$ cat src/rtl/gray_pkg.sv
// Shared definitions for the Gray step scheduler: FSM encoding, counter width
// and the binary-to-Gray conversion used by the counter datapath.
package gray_pkg;

  localparam int GRAY_W = 5;

  typedef enum logic [1:0] {
    ST_IDLE = 2'd0,
    ST_RUN  = 2'd1,
    ST_DONE = 2'd2
  } state_t;

  function automatic logic [GRAY_W-1:0] bin2gray(input logic [GRAY_W-1:0] b);
    return b ^ (b >> 1);
  endfunction

endpackage

$ cat src/rtl/gray_core.sv
// Binary counter with a registered Gray-coded view; clr wins over inc.
// WIDTH is expected to equal GRAY_W so the package conversion applies directly.
module gray_core
  import gray_pkg::*;
#(
  parameter int WIDTH = GRAY_W
) (
  input  logic             clk,
  input  logic             rst_n,
  input  logic             clr,
  input  logic             inc,
  output logic [WIDTH-1:0] gray_out
);

  logic [WIDTH-1:0] bin;
  logic [WIDTH-1:0] bin_nx;

  always_comb begin
    bin_nx = bin;
    if (clr) begin
      bin_nx = '0;
    end else if (inc) begin
      bin_nx = bin + WIDTH'(1);
    end
  end

  // Gray is derived from the next binary value so both registers move together.
  always_ff @(posedge clk or negedge rst_n) begin
    if (!rst_n) begin
      bin      <= '0;
      gray_out <= '0;
    end else begin
      bin      <= bin_nx;
      gray_out <= bin2gray(bin_nx);
    end
  end

endmodule

$ cat src/rtl/gray_step_sched.sv
// Round-robin scheduler sharing one Gray counter between two requesters; the
// owner gets N steps, one every STEP_DIV clocks, then a one-cycle done pulse.
module gray_step_sched
  import gray_pkg::*;
#(
  parameter int WIDTH    = GRAY_W,
  parameter int CNT_W    = 5,
  parameter int STEP_DIV = 2
) (
  input  logic             clk,
  input  logic             rst_n,
  input  logic [1:0]       req,
  input  logic [CNT_W-1:0] steps0,
  input  logic [CNT_W-1:0] steps1,
  input  logic             clr,
  output logic [1:0]       grant,
  output logic             busy,
  output logic [WIDTH-1:0] gray_out,
  output logic             step,
  output logic [1:0]       done,
  output logic [1:0]       dbg_state
);

  localparam int PH_W = (STEP_DIV > 1) ? $clog2(STEP_DIV) : 1;
  localparam logic [PH_W-1:0] PH_LAST = PH_W'(STEP_DIV - 1);

  // Handshake: req[i] stays high until done[i] pulses (or it is withdrawn to
  // abort); grant[i] is held from the cycle after arbitration through done.

  state_t           state_q, state_d;
  logic             owner_q, owner_d;
  logic             last_q, last_d;
  logic [PH_W-1:0]  phase_q, phase_d;
  logic [CNT_W-1:0] rem_q, rem_d;
  logic [1:0]       grant_d;
  logic             step_due;
  logic             pick;
  logic [CNT_W-1:0] pick_steps;

  assign step_due = (state_q == ST_RUN) && (phase_q == PH_LAST);

  // With both requesting, the one not served last wins; last_q resets to 1
  // so requester 0 goes first.
  always_comb begin
    if (req[0] && req[1]) begin
      pick = ~last_q;
    end else begin
      pick = req[1];
    end
    pick_steps = pick ? steps1 : steps0;
  end

  always_comb begin
    state_d = state_q;
    owner_d = owner_q;
    last_d  = last_q;
    phase_d = phase_q;
    rem_d   = rem_q;
    grant_d = grant;
    case (state_q)
      ST_IDLE: begin
        if (!clr && (req != 2'b00)) begin
          owner_d = pick;
          last_d  = pick;
          grant_d = pick ? 2'b10 : 2'b01;
          phase_d = '0;
          rem_d   = pick_steps;
          state_d = (pick_steps == '0) ? ST_DONE : ST_RUN;
        end
      end
      ST_RUN: begin
        if (step_due) begin
          phase_d = '0;
          rem_d   = rem_q - CNT_W'(1);
        end else begin
          phase_d = phase_q + PH_W'(1);
        end
        // A withdrawn request aborts silently; a step due this cycle still lands.
        if (!req[owner_q]) begin
          state_d = ST_IDLE;
          grant_d = 2'b00;
        end else if (step_due && (rem_q == CNT_W'(1))) begin
          state_d = ST_DONE;
        end
      end
      ST_DONE: begin
        state_d = ST_IDLE;
        grant_d = 2'b00;
      end
      default: begin
        state_d = ST_IDLE;
        grant_d = 2'b00;
      end
    endcase
  end

  always_ff @(posedge clk or negedge rst_n) begin
    if (!rst_n) begin
      state_q <= ST_IDLE;
      owner_q <= 1'b0;
      last_q  <= 1'b1;
      phase_q <= '0;
      rem_q   <= '0;
      grant   <= 2'b00;
    end else begin
      state_q <= state_d;
      owner_q <= owner_d;
      last_q  <= last_d;
      phase_q <= phase_d;
      rem_q   <= rem_d;
      grant   <= grant_d;
    end
  end

  assign step      = step_due;
  assign done      = (state_q == ST_DONE) ? grant : 2'b00;
  assign busy      = (state_q != ST_IDLE);
  assign dbg_state = state_q;

  gray_core #(
    .WIDTH(WIDTH)
  ) u_core (
    .clk     (clk),
    .rst_n   (rst_n),
    .clr     (clr && (state_q == ST_IDLE)),
    .inc     (step_due),
    .gray_out(gray_out)
  );

endmodule

$ cat config.mk
export PLATFORM = sky130hd
export DESIGN_NAME = gray_step_sched
export DESIGN_NICKNAME = d
export VERILOG_FILES = /design/src/rtl/gray_pkg.sv /design/src/rtl/gray_core.sv /design/src/rtl/gray_step_sched.sv
export SDC_FILE = /design/constraint.sdc
export NUM_CORES = 1
export LEC_CHECK = 0
export CAP_MARGIN = 20
export CORE_MARGIN = 2
export CORE_UTILIZATION = 49
export CTS_CLUSTER_SIZE = 30
export DETAILED_ROUTE_END_ITERATION = 12
export PLACE_DENSITY = 0.78
export SYNTH_ARGS = -nofsm -noshare
export SYNTH_HDL_FRONTEND = slang
export SYNTH_SLANG_ARGS = --single-unit
$ cat constraint.sdc
create_clock -name clk -period 2.45 [get_ports clk]
set_clock_uncertainty 0.15 [all_clocks]
set_input_delay 0.3675 -clock clk [delete_from_list [all_inputs] [get_ports clk]]
set_output_delay 0.3675 -clock clk [all_outputs]
set_load 0.02 [all_outputs]
# Yosys cells after proc, flatten, opt, wreduce, memory -nomap -nowiden
# Index checks and enable logic that the tools add are counted.
classes:
  n_bitwise: 2
  shifts: 0
  reduce_logical: 16
  add_sub_neg: 3
  n_lt_le_gt_ge: 1
  n_mux: 22
  n_eq_ne: 7
  div: 0
  mul: 0
op_table:
  columns: ["operator", "n"]
  rows:
  - ["5-bit two-way mux", 5]
  - ["2-bit two-way mux", 8]
  - ["5-bit one-hot mux with 2 select lines", 1]
  - ["2-bit one-hot mux with 2 select lines", 2]
  - ["2-bit AND reduction", 4]
  - ["2-bit != test, second input constant", 3]
  - ["2-bit nonzero test", 3]
  - ["5-bit by 1-bit adder with 5-bit output, second input constant", 1]
  - ["5-bit by 1-bit == test with 1-bit output, second input constant", 1]
  - ["1-bit logical AND", 5]
  - ["5-bit zero test", 1]
  - ["1-bit two-way mux", 5]
  - ["5-bit by 1-bit subtractor with 5-bit output, second input constant", 1]
  - ["5-bit by 4-bit bitwise XOR with 5-bit output", 1]
  - ["3-bit by 2-bit != test with 1-bit output, second input constant", 1]
  - ["3-bit AND reduction", 1]
  - ["2-bit by 1-bit == test with 1-bit output, second input constant", 1]
  - ["2-bit == test, second input constant", 1]
  - ["2-bit zero test", 1]
  - ["1-bit by 2-bit less-than comparator with 1-bit output, second input constant", 1]
  - ["1-bit one-hot mux with 2 select lines", 1]
  - ["1-bit adder, second input constant", 1]
  - ["1-bit zero test", 1]
  - ["1-bit inverter", 1]
word_totals:
  mem_bits_rw: 0
  out_inout_bits: 13
  word_cells: 59
  memories: 0
  latchBits: 0
  reg_bits: 22
  mem_bits_ro: 0

# Depth between registers and ports, before layout
logic_depth:
  word_depth: 7
  ltp_mapped: 6
  mapped_depth_nobuf: 6

# Modules after synthesis
# From an unflattened synthesis, not the netlist that was laid out.
hier_totals:
  hier_cells: 113
  area_unflattened_um2: 1207.4
modules_own_cells:
  columns: ["module", "cells_per_inst", "seq_area_each_um2", "instances", "area_each_um2"]
  rows:
  - ["gray_step_sched", 80, 301.5, 1, 780.7]
  - ["gray_core", 33, 225.2, 1, 426.7]

# Worst setup path before layout
# OpenSTA, ideal clock, no wires.
synth_path:
  path_kind: "register -> register"
  from: "register state_q[0], in the netlist dbg_state[0]"
  to: "register u_core.gray_out[3]"
  setup_slack_ns: 0.693
  period_less_slack_ns: 1.757
  setup_time_ns: 0.073
  t_arrival_ns: 1.534
  path_buffers: 1
  stages_incl_launch_ff: 6
  required_ns: 2.227
  cell_sequence: "dfrtp_1 buf_6 nand3b_4 or3_4 a211o_1 a21oi_2"
synth_via:
  elab_chain_len: 5
  word_cells_on_any_way: 7
  classes_between: "1 x eq/ne; 2 x mux; 1 x bitwise; 3 x reduce/logical"
synth_rtl:
  columns: ["item", "line_no", "source"]
  rows:
  - ["start: declaration", "gray_step_sched.sv:30", "state_t state_q, state_d;"]
  - ["start signal: assignment", "gray_step_sched.sv:106", "state_q <= state_d;"]
  - ["2-bit by 1-bit == test with 1-bit output", "gray_step_sched.sv:40", "assign step_due = (state_q == ST_RUN) && (phase_q == PH_LAST);"]
  - ["1-bit logical AND", "gray_step_sched.sv:40", null]
  - ["5-bit two-way mux", "gray_core.sv:22", "end else if (inc) begin"]
  - ["5-bit two-way mux (*)", "gray_core.sv:20", "if (clr) begin"]
  - ["5-bit by 4-bit bitwise XOR with 5-bit output (*)", "gray_pkg.sv:14", "return b ^ (b >> 1);"]
  - ["end signal: assignment", "gray_core.sv:34", "gray_out <= bin2gray(bin_nx);"]
  - ["end: declaration", "gray_core.sv:12", "output logic [WIDTH-1:0] gray_out"]
# Every way passes the cells marked *; elsewhere a longest branch is shown, timed or not.
# A chain may end at the register's enable or synchronous reset.

# Worst setup path after layout
layout_path:
  from: "register state_q[0], in the netlist dbg_state[0]"
  to: "output port step"
layout_via:
  elab_chain_len: 2
layout_rtl:
  columns: ["item", "line_no", "source"]
  rows:
  - ["2-bit by 1-bit == test with 1-bit output", "gray_step_sched.sv:40", null]
  - ["1-bit logical AND", "gray_step_sched.sv:40", null]
  - ["end: declaration", "gray_step_sched.sv:19", "output logic step,"]
# Every way passes these cells.

==> results.md <==
- Resized cells post-CTS: 0
- Hold buffer count at CTS: 0
- Final Critical Period: 2340 ps
- Post-synth EDFFs: 0
- Status: completed
- Post-synth cell types: 46
- Number of fill cells in the layout: 220
- Share of layout cells above drive strength 1: 0.129
- ANT nets after route: 0
- Via density: 5.81
- Crit path kind: reg2out
- Initial antenna violation count: 0
- Fin crit share: 0.955
- Gate Count Post-Synth: 126
- Area growth from synthesis to layout: 26.1%
- Die area: 0.00297 mm2
- Setup bufs post-CTS: 0
- RD Place Congestion: 0.795
- Commonest non-fill, non-tap cell in the layout: clkdlybuf4s50_1
- DR DRC count: 0
- Largest net degree at the start of global routing: 22
- DP Wirelength: 2.13 mm
- Cell row count: 18
- Worst-Margin Slew: 473 ps
- F_max: 427 MHz
- Router iterations before antenna repair: 4
- Max Fanout on Critical Path: 14
- CTS max path bufs: 2
- Core box area: 0.00245 mm2
- Post-synthesis register bit count: 21
- Synth warn: 0
- Non-Filler Instances: 185
- Main synth FF type: dfrtp_1
- CTS clk-pin slew, worst paths: 120 ps
- Commonest non-fill, non-tap cells in the layout: 27 x clkdlybuf4s50_1, 20 x dfrtp_1, 13 x nor2_1
- Hold slack: 250 ps
- Aggregate global-route resource usage: 0.204
- Clk sinks: 21
- HP Class: in2async
- CTS buffer count: 3
- Leak pwr: 0.737 nW
- Crit path DAT: 1820 ps
- GRT overflow: 0
- Root Driver: clkbuf_4
- Detailed-route wire length: 2.78 mm
- Syn_area_per_cell: 9.93 um2
- Synth async-reset ratio: 1.00
- Final nets: 174
- Worst R2R Setup Slack: 510 ps
- Slew HR: 0.684
- WP data required: 1930 ps
- Multi-input logic area: 664 um2
- Ant diodes: 0
- Post-synthesis sequential area ratio: 0.421
- Register Area: 527 um2
- Fin Setup TNS: 0 ps
- VDD IR max: 0.671 mV
- Final setup vio count: 0
- Placed cell count: 181
- Pins over their slew limit: 0
- CTS tree: yes
- Mapped cell area: 0.00125 mm2
- DR vias: 1075
- Buffers on Ports: 27
- Post-Syn Nets: 144
- Number of global-route vias before repair: 996
- Unrepaired setup endpoints after global routing: false
- Die height: 54.5 um
- First-pass GRT wire length: 4.33 mm
- Wire per inst: 15.0 um
- DR iter-0 viols: 29
- Top-Level Pins: 28
- CP startpoint kind: flip-flop
- Worst skew pair latency: 300 ps
- Power per cell area: 992 mW/mm2
- H-tree levels: 1
- DIE WIDTH: 54.5 um
- Initial core utilization: 0.510
- Maxcap violations: 0
- Worst reg2reg path depth: 5
- Hold Fails Final Rpt: 0
- Crit. End Element: output pin
==> metrics by stage <==
step	utilization	worst slack (ps)	area, um2	power, mW
finish	0.643	110	1580	1.56
detailed placement	0.632	195	1550	1.40
floorplan	-	693	1250	1.13
global placement	0.632	265	1550	1.38
global route	0.643	27.0	1580	1.69
CTS	0.643	85.6	1580	1.58
==> synth_stat cells (3+ instances only) <==
master | count | share of area
dfrtp_1 | 20 | 0.40
nor2_1 | 13 | 0.039
o21ai_0 | 7 | 0.028
inv_1 | 6 | 0.018
nor3_1 | 6 | 0.024
nand2_1 | 5 | 0.015
a21oi_1 | 4 | 0.016
mux2i_1 | 4 | 0.032
xor2_1 | 4 | 0.028
a21o_1 | 3 | 0.018
a22oi_1 | 3 | 0.018
ha_1 | 3 | 0.030
mux2_2 | 3 | 0.027
or2_2 | 3 | 0.015
==> metal layers <==
layer  up-vias  GRT usage  wire, um
met1       525      0.247      1180
met3         4     0.0246       114
li1        512          -         -
met2        34      0.371      1470
met4         0     0.0625        25
met5         -          0         0
==> worst max-delay path, cell delays in order, from the launching register on <==
cell and delay [ps]:
dfrtp_1 650, nand3b_4 160, inv_1 100, clkdlybuf4s50_1 610
==> cell families after synthesis <==
| group | share of synthesized area |
|---|---|
| xor gates and xnor gates | 0.0530 |
| buffers and inverters | 0.0480 |
| muxes | 0.0590 |
| AOI/OAI and AO/OA | 0.191 |
| adders and majority gates | 0.0300 |
| and+or+nand+nor | 0.198 |
| DFF | 0.421 |
==> where the power goes <==
part           switching (mW)  internal, mW
clock network           0.105        0.0634
logic                   0.407         0.378
registers               0.143         0.468
total                   0.655         0.910
==> worst paths after layout <==
kind	from	to
setup / recovery	dbg_state[0]$_DFFE_PN0P_	step
hold / removal	rst_n	u_core.gray_out[0]$_DFF_PN0_
setup reg to reg	dbg_state[1]$_DFFE_PN0P_	u_core.gray_out[2]$_DFF_PN0_
hold reg to reg	grant[1]$_DFFE_PN0P_	grant[1]$_DFFE_PN0P_
max in group asynchronous	rst_n	last_q$_DFFE_PN1P_
min in group clk	grant[1]$_DFFE_PN0P_	grant[1]$_DFFE_PN0P_
==> final cells by class <==
class                           count  area share
Inverter                            6      0.0143
Timing Repair Buffer               31       0.190
Tap cell                           30      0.0238
Multi-Input combinational cell     93       0.421
Clock buffer                        4      0.0167
Sequential cell                    21       0.334
==> registers in the layout, indices dropped and copies added, names as in the netlist <==
name,cells
u_core.gray_out,4
phase_q,1
last_q,1
rem_q,5
u_core.bin,5
grant,2
owner_q,1
dbg_state,2
No activity file was read; power rests on OpenSTA's default activity.
